`src/rtl/multi_cycle_add_seq.sv`:
```
// multi_cycle_add_seq: WIDTH-bit adder that reuses one 8-bit carry-select slice, LSB chunk first (SUBTRACT_EN adds a sub port).
// Latency: out_valid rises WIDTH/8 clocks after the accepting edge; one op per WIDTH/8+2 clocks.
// Backpressure: result held in DONE until out_ready; in_ready is low everywhere except IDLE.

module add8_csel (
   input  logic [7:0] a,
   input  logic [7:0] b,
   input  logic       cin,
   output logic [7:0] sum,
   output logic       carry
);
   logic [4:0] lo;
   logic [4:0] hi0;
   logic [4:0] hi1;

   // Upper nibble is computed for both carry-ins, then picked by the lower nibble's carry.
   assign lo  = {1'b0, a[3:0]} + {1'b0, b[3:0]} + {4'b0000, cin};
   assign hi0 = {1'b0, a[7:4]} + {1'b0, b[7:4]};
   assign hi1 = {1'b0, a[7:4]} + {1'b0, b[7:4]} + 5'd1;

   assign sum   = {(lo[4] ? hi1[3:0] : hi0[3:0]), lo[3:0]};
   assign carry = lo[4] ? hi1[4] : hi0[4];
endmodule

module multi_cycle_add_seq #(
   parameter int WIDTH = 32
) (
   input  logic             clk,
   input  logic             rst_n,
   input  logic             in_valid,
   output logic             in_ready,
   input  logic [WIDTH-1:0] a,
   input  logic [WIDTH-1:0] b,
   input  logic             cin,
`ifdef SUBTRACT_EN
   input  logic             sub,
`endif
   output logic             out_valid,
   input  logic             out_ready,
   output logic [WIDTH-1:0] sum,
   output logic             carry
);
   localparam int NCHUNK = WIDTH / 8;
   localparam int IDX_W  = (NCHUNK > 1) ? $clog2(NCHUNK) : 1;

   generate
      if (WIDTH < 8 || (WIDTH % 8) != 0) begin : g_bad_width
         $error("multi_cycle_add_seq: WIDTH must be a multiple of 8 and >= 8");
      end
   endgenerate

   typedef enum logic [1:0] {IDLE, RUN, DONE} state_t;

   state_t           state_q, state_d;
   logic [WIDTH-1:0] a_q, b_q, sum_q;
   logic             carry_q, carry_out_q;
   logic [IDX_W-1:0] idx_q;
   logic [7:0]       slice_a, slice_b, slice_sum;
   logic             slice_carry;
   logic             accept, last_chunk;
   logic [WIDTH-1:0] b_in;
   logic             c_in;

`ifdef SUBTRACT_EN
   // Two's-complement subtract: invert B and force the chunk-0 carry to 1.
   assign b_in = sub ? ~b : b;
   assign c_in = sub | cin;
`else
   assign b_in = b;
   assign c_in = cin;
`endif

   assign in_ready   = (state_q == IDLE);
   assign out_valid  = (state_q == DONE);
   assign sum        = sum_q;
   assign carry      = carry_out_q;
   assign accept     = in_valid & in_ready;
   assign last_chunk = (int'(idx_q) == NCHUNK - 1);

   always_comb begin
      slice_a = '0;
      slice_b = '0;
      for (int k = 0; k < NCHUNK; k++) begin
         if (int'(idx_q) == k) begin
            slice_a = a_q[8*k +: 8];
            slice_b = b_q[8*k +: 8];
         end
      end
   end

   add8_csel u_slice (
      .a     (slice_a),
      .b     (slice_b),
      .cin   (carry_q),
      .sum   (slice_sum),
      .carry (slice_carry)
   );

   always_comb begin
      state_d = state_q;
      case (state_q)
         IDLE:    if (in_valid)   state_d = RUN;
         RUN:     if (last_chunk) state_d = DONE;
         DONE:    if (out_ready)  state_d = IDLE;
         default: state_d = IDLE;
      endcase
   end

   always_ff @(posedge clk or negedge rst_n) begin
      if (!rst_n) begin
         state_q <= IDLE;
      end else begin
         state_q <= state_d;
      end
   end

   always_ff @(posedge clk or negedge rst_n) begin
      if (!rst_n) begin
         a_q         <= '0;
         b_q         <= '0;
         sum_q       <= '0;
         carry_q     <= 1'b0;
         carry_out_q <= 1'b0;
         idx_q       <= '0;
      end else if (accept) begin
         a_q     <= a;
         b_q     <= b_in;
         carry_q <= c_in;
         idx_q   <= '0;
      end else if (state_q == RUN) begin
         for (int k = 0; k < NCHUNK; k++) begin
            if (int'(idx_q) == k) begin
               sum_q[8*k +: 8] <= slice_sum;
            end
         end
         carry_q <= slice_carry;
         idx_q   <= idx_q + 1'b1;
         if (last_chunk) begin
            carry_out_q <= slice_carry;
         end
      end
   end
endmodule

```
`config.mk`:
```
export PLATFORM = sky130hd
export DESIGN_NAME = multi_cycle_add_seq
export DESIGN_NICKNAME = d
export VERILOG_FILES = /design/src/rtl/multi_cycle_add_seq.sv
export SDC_FILE = /design/constraint.sdc
export NUM_CORES = 1
export LEC_CHECK = 0
export BUFFER_PORTS_ARGS = -buffer_cell sky130_fd_sc_hd__buf_4
export CAP_MARGIN = 20
export CELL_PAD_IN_SITES_DETAIL_PLACEMENT = 1
export CELL_PAD_IN_SITES_GLOBAL_PLACEMENT = 1
export CORE_UTILIZATION = 31
export DETAILED_ROUTE_END_ITERATION = 10
export PLACE_DENSITY_LB_ADDON = 0.1
export SLEW_MARGIN = 0
export SYNTH_ARGS = -nofsm -noshare
export SYNTH_HDL_FRONTEND = slang
export SYNTH_SLANG_ARGS = --single-unit
```
`constraint.sdc`:
```
create_clock -name clk -period 3.9 [get_ports clk]
set_input_delay 0.195 -clock clk [delete_from_list [all_inputs] [get_ports clk]]
set_output_delay 0.195 -clock clk [all_outputs]
set_load 0.01 [all_outputs]
```
== After elaboration in Yosys (flattened, before gate mapping) ==
Index checks and enable logic that the tools add are counted.
Cells by class
  $lt $le $gt $ge: 0
  shifts and indexed selects: 0
  $mul: 0
  reduce and logical (&&, ||, !) cells: 8
  eq/ne operators: 8
  multiplexer cells: 18
  bitwise gates (word level): 2
  add/subtract/negate cells: 5
  divide/modulo/power cells: 0
Operators by type and width (count)
  two-way mux 8 bit: 8
  AND reduction 3 bit: 5
  adder 4 x 4 -> 5 bit: 2
  two-way mux 2 bit: 5
  == test 2 bit (second input constant): 3
  case mux 2 bit (3 select lines): 1
  adder 5 x 1 -> 5 bit: 1
  adder 5 x 1 -> 5 bit (second input constant): 1
  == test 2 x 1 -> 1 bit (second input constant): 2
  zero test 2 bit: 2
  two-way mux 4 bit: 1
  != test 2 bit (second input constant): 2
  two-way mux 1 bit: 3
  adder 2 x 1 -> 2 bit (second input constant): 1
  != test 2 x 1 -> 1 bit (second input constant): 1
  nonzero test 2 bit: 1
  AND 1 bit: 1
  inverter 1 bit: 1
Word-level totals
  word-level logic and storage cells: 51
  output and inout bits: 35
  memories: 0
  input bits: 69
  bits in latches: 0
  ROM bits: 0
  flip-flop bits (word level): 102
  RAM bits: 0

== Logic depth before layout (Yosys ltp) ==
  word-level depth: 10
  gate-level depth with buffers: 14
  mapped depth without buffers: 13

== Cells and area by module ==
A second synthesis with hierarchy kept.
Unflattened totals
  cell total of the unflattened synthesis: 358
  area total of the unflattened synthesis: 4923.5 um^2
By module, submodules not included
  multi_cycle_add_seq: area an instance 4541.9 um^2, cells each 311, seq. area each 2552.4 um^2, times used 1
  add8_csel: area an instance 381.6 um^2, cells each 47, seq. area each 0.0 um^2, times used 1

== Worst setup path after synthesis ==
Ideal clock, no wire load.
  kind: register to register
  start: register idx_q[1]
  end: register carry_q
  data required time: 3.776 ns
  arrival: 2.836 ns
  slack: 0.940 ns
  buffers on the path: 1
  cell stages (with the launch flop): 15
  period minus slack after synthesis: 2.960 ns
  cells stage by stage: dfrtp_1 > inv_1 > ha_1 > clkbuf_1 > nand3b_1 > a21oi_1 > a21oi_1 > o21ai_0 > ha_1 > fa_1 > ha_1 > inv_1 > a211oi_1 > o311a_1 > nand3_1
On the way
  longest elaborated chain between the ends: 10
  elaborated cells between the ends (all ways): 19
RTL lines
  start, declared: line 57  | logic [IDX_W-1:0] idx_q;
  start signal, assigned: line 137  | idx_q <= idx_q + 1'b1;
  zero test 2 bit: line 84  | if (int'(idx_q) == k) begin
  two-way mux 8 bit (4 in a row): line 84
  adder 4 x 4 -> 5 bit, on equally long branches: line 18, 19, 17
  adder 5 x 1 -> 5 bit, on equally long branches: line 19, 17
  two-way mux 1 bit *: line 22  | assign carry = lo[4] ? hi1[4] : hi0[4];
  two-way mux 1 bit *: line 130  | end else if (state_q == RUN) begin
  two-way mux 1 bit *: line 125  | end else if (accept) begin
  end signal, assigned: line 128  | carry_q <= c_in;
  end signal, assigned: line 136  | carry_q <= slice_carry;
  end, declared: line 56  | logic carry_q, carry_out_q;
Mark *: on every way between the ends. The rest lies on a longest branch, timed or not. The select of a mux whose other input is x is not followed.
A chain may end at the register's enable or synchronous reset.

== Worst setup path in the final report ==
  start: register idx_q[1]
  end: register sum_q[5] (netlist: sum[5])
On the way
  longest elaborated chain between the ends: 8
  elaborated cells between the ends (all ways): 18
RTL lines
  zero test 2 bit: line 84, 132
  two-way mux 8 bit (4 in a row): line 84
  adder 4 x 4 -> 5 bit, on equally long branches: line 18, 19, 17
  adder 5 x 1 -> 5 bit, on equally long branches: line 19, 17
  two-way mux 4 bit: line 21  | assign sum = {(lo[4] ? hi1[3:0] : hi0[3:0]), lo[3:0]};
  end signal, assigned by index: line 133  | sum_q[8*k +: 8] <= slice_sum;
  end, declared: line 55  | logic [WIDTH-1:0] a_q, b_q, sum_q;
Parallel ways exist; a longest one is shown, timed or not.

==> metrics.txt <==
Area after DPL 5710 µm²; Core Area 14,800 µm²; commonest non-fill, non-tap cell in the layout buf_4; FF+latch count, synth around 100; Synth Area in Adders 4.41%; Post-Layout Inst Area 6020 µm²; crit path DAT 3640 ps; vias 3,438; Pre-antenna DRT Iters 4; mux contribution to synthesized area between 10% and 20%; CTS Buf Count 9; most frequent cells in the layout buf_4 (110), dfrtp_1 (102), nand2_1 (62); Main synth FF type dfrtp_1; post-cts sizing count 0; share of layout cells above drive strength 1 33.3%; Crit-path slowest cell fa_1; Compound-Gate Fraction of Synth Area 10.7%; crit share post-route 87.5%; Root Driver clkbuf_16; chip width 126 µm; Cells after Synth 409; fmax 293 MHz; Crit Path Max Fanout 32; Post-synth EDFFs 0; Final #Nets 592; Power Total ~6.1 mW; count of non-filler cells in the finished layout 697; max-cap viol count 0; Routed Antenna Nets 0; DRC Markers 0; Reg2Reg Setup Slack 490 ps; global-route wire length before repair 19.9 mm; Final min period 3410 ps; initial antenna violation count 0; Detailed Place HPWL 9.09 mm; Synth Area in Simple Gates roughly a tenth; H-tree depth 3; RSZ-0062 raised after global routing no; worst slew pin tran 988 ps; kind of critical path flip-flop to flip-flop; syn nets around 490; CTS Hold Bufs 0; WL/cell around 18 µm; row count 44; global placement routability congestion about 0.72; worst skew pair latency roughly 360 ps; status complete, no violations; CP cell instances inv_1 > ha_1 > buf_4 > nand3b_1 > a21oi_1 > a21oi_1 > o21ai_0 > fa_1 > fa_1 > nand3_1 > nand2_1 > mux2i_1 > o21ai_0; total wire length 12.4 mm; GR Util All Layers between 10% and 20%; clk_skew around 11 ps; die area 15,900 µm²; pwr/cell area 1010 nW/µm²; Post-synth ARST share 100%; R2R Path End sum[5]; R2R cell count 13; pre-CTS WS 467 ps; CP delay by family, top adder cells; Max transition margin about 34%; Clock Sinks 102; Worst setup EP type flip-flop; post-CTS setup buffer count 0; number of global-route vias before repair 3,720; largest net degree at the start of global routing 77; GRT Residual Overflow 0; Netlist cell types 37; largest family of logic cells by synthesized area multiplexers; die height 126 µm; Hold Path Class input port to async pin; Pleak between 2 and 3 nW; final worst-path setup slack 487 ps; CP Data Required Time between 4000 and 5000 ps; Ports between 100 and 150; FF-to-FF Start idx_q[1]; Worst IR Drop VDD 365 µV; biggest cell delay along the critical path 490 ps; Mean Syn Cell Area 11.7 µm²; synthesized cell area 4770 µm²; Starting Density 32.3%; DR iter-0 viols 87; Post-Synth XOR/XNOR Area between 1 and 1.5%; CTS tree built; synth warn 0; placed insts 681; sequential-to-total area share from yosys stat 53.5%; startpoint types flip-flop; Clock Tree Buf Depth 2; CP bufs+invs 2; Slew Limit Fails 0; Buffers on Ports just over 100; Clock Pin Slew Worst Setup and Hold Paths 70 ps; vias per cell 4.93; final hold vios 0; Setup TNS 0 ps; final setup fails 0; Layout area overhead 26.2%; ant diodes 0
[power breakdown]
| part | total, mW | leakage, nW | switching (mW) | internal (mW) |
|---|---|---|---|---|
| Sequential | 1.91 | 1.23 | 0.313 | 1.60 |
| Combinational | 3.24 | 1.34 | 1.82 | 1.42 |
| Clock | 0.932 | 0.145 | 0.413 | 0.519 |
[synthesized netlist by cell type, drive strengths merged, types with 4 or more instances]
| cell | count | area share [%] |
|---|---|---|
| o21ai | 41 | 4.3 |
| a21o | 4 | 0.63 |
| nand2 | 62 | 4.9 |
| a211oi | 4 | 0.63 |
| inv | 4 | 0.31 |
| buf | 13 | 1.8 |
| ha | 12 | 3.1 |
| nand3b | 16 | 2.5 |
| dfrtp | 102 | 54 |
| mux2 | 72 | 17 |
| a21oi | 32 | 3.4 |
| clkbuf | 9 | 0.71 |
[stage by stage]
| stage | utilization (%) | hold slack, ps |
|---|---|---|
| after floorplan | - | -101 |
| after global placement | 38.7 | 407 |
| after detailed placement | 38.7 | 394 |
| after CTS | 40.8 | 24.3 |
| after global routing | 40.8 | 41.3 |
| final | 40.8 | 7.43 |
[layer usage]
| layer | wire length, µm | track usage [%] | vias up |
|---|---|---|---|
| met3 | 500 | 3.70 | 13 |
| met5 | 0 | 0 | - |
| met1 | 5790 | 21.5 | 1712 |
| li1 | - | - | 1639 |
| met2 | 5880 | 27.4 | 74 |
| met4 | 183 | 5.95 | 0 |
[state kept, by name (all words and copies together) (netlist names)]
| name | cells |
|---|---|
| idx_q | 2 |
| state_q | 2 |
| carry | 1 |
| a_q | 32 |
| sum | 32 |
| carry_q | 1 |
| b_q | 32 |
[logic make-up (layout without fill, tap and decap cells)]
family	count (synthesis)	count (layout)
buffers and inverters	26	130
adders and majority gates	15	15
AOI/OAI and AO/OA	91	91
DFF	102	102
xor gates and xnor gates	6	6
muxes	73	73
and+or+nand+nor	96	96
[worst max path at each step]
stage / startpoint / end / depth (start not counted)
3_3_place_gp: idx_q[1] / sum[5] / 13
2_1_floorplan: idx_q[1] / carry_q / 14
3_5_place_dp: idx_q[1] / sum[5] / 13
6_report: idx_q[1] / sum[5] / 13
4_1_cts: idx_q[1] / sum[5] / 13
5_1_grt: idx_q[0] / sum[5] / 8
[cell type report]
type,instances,area (µm²)
flip-flops and latches,102,2550
well taps,184,230
repair buffers,110,826
clock inverters,6,67.6
multi-input cells,281,2090
fillers,1636,8740
inverters,4,15.0
clock buffers,10,239
No activity file was read; power rests on OpenSTA's default activity.
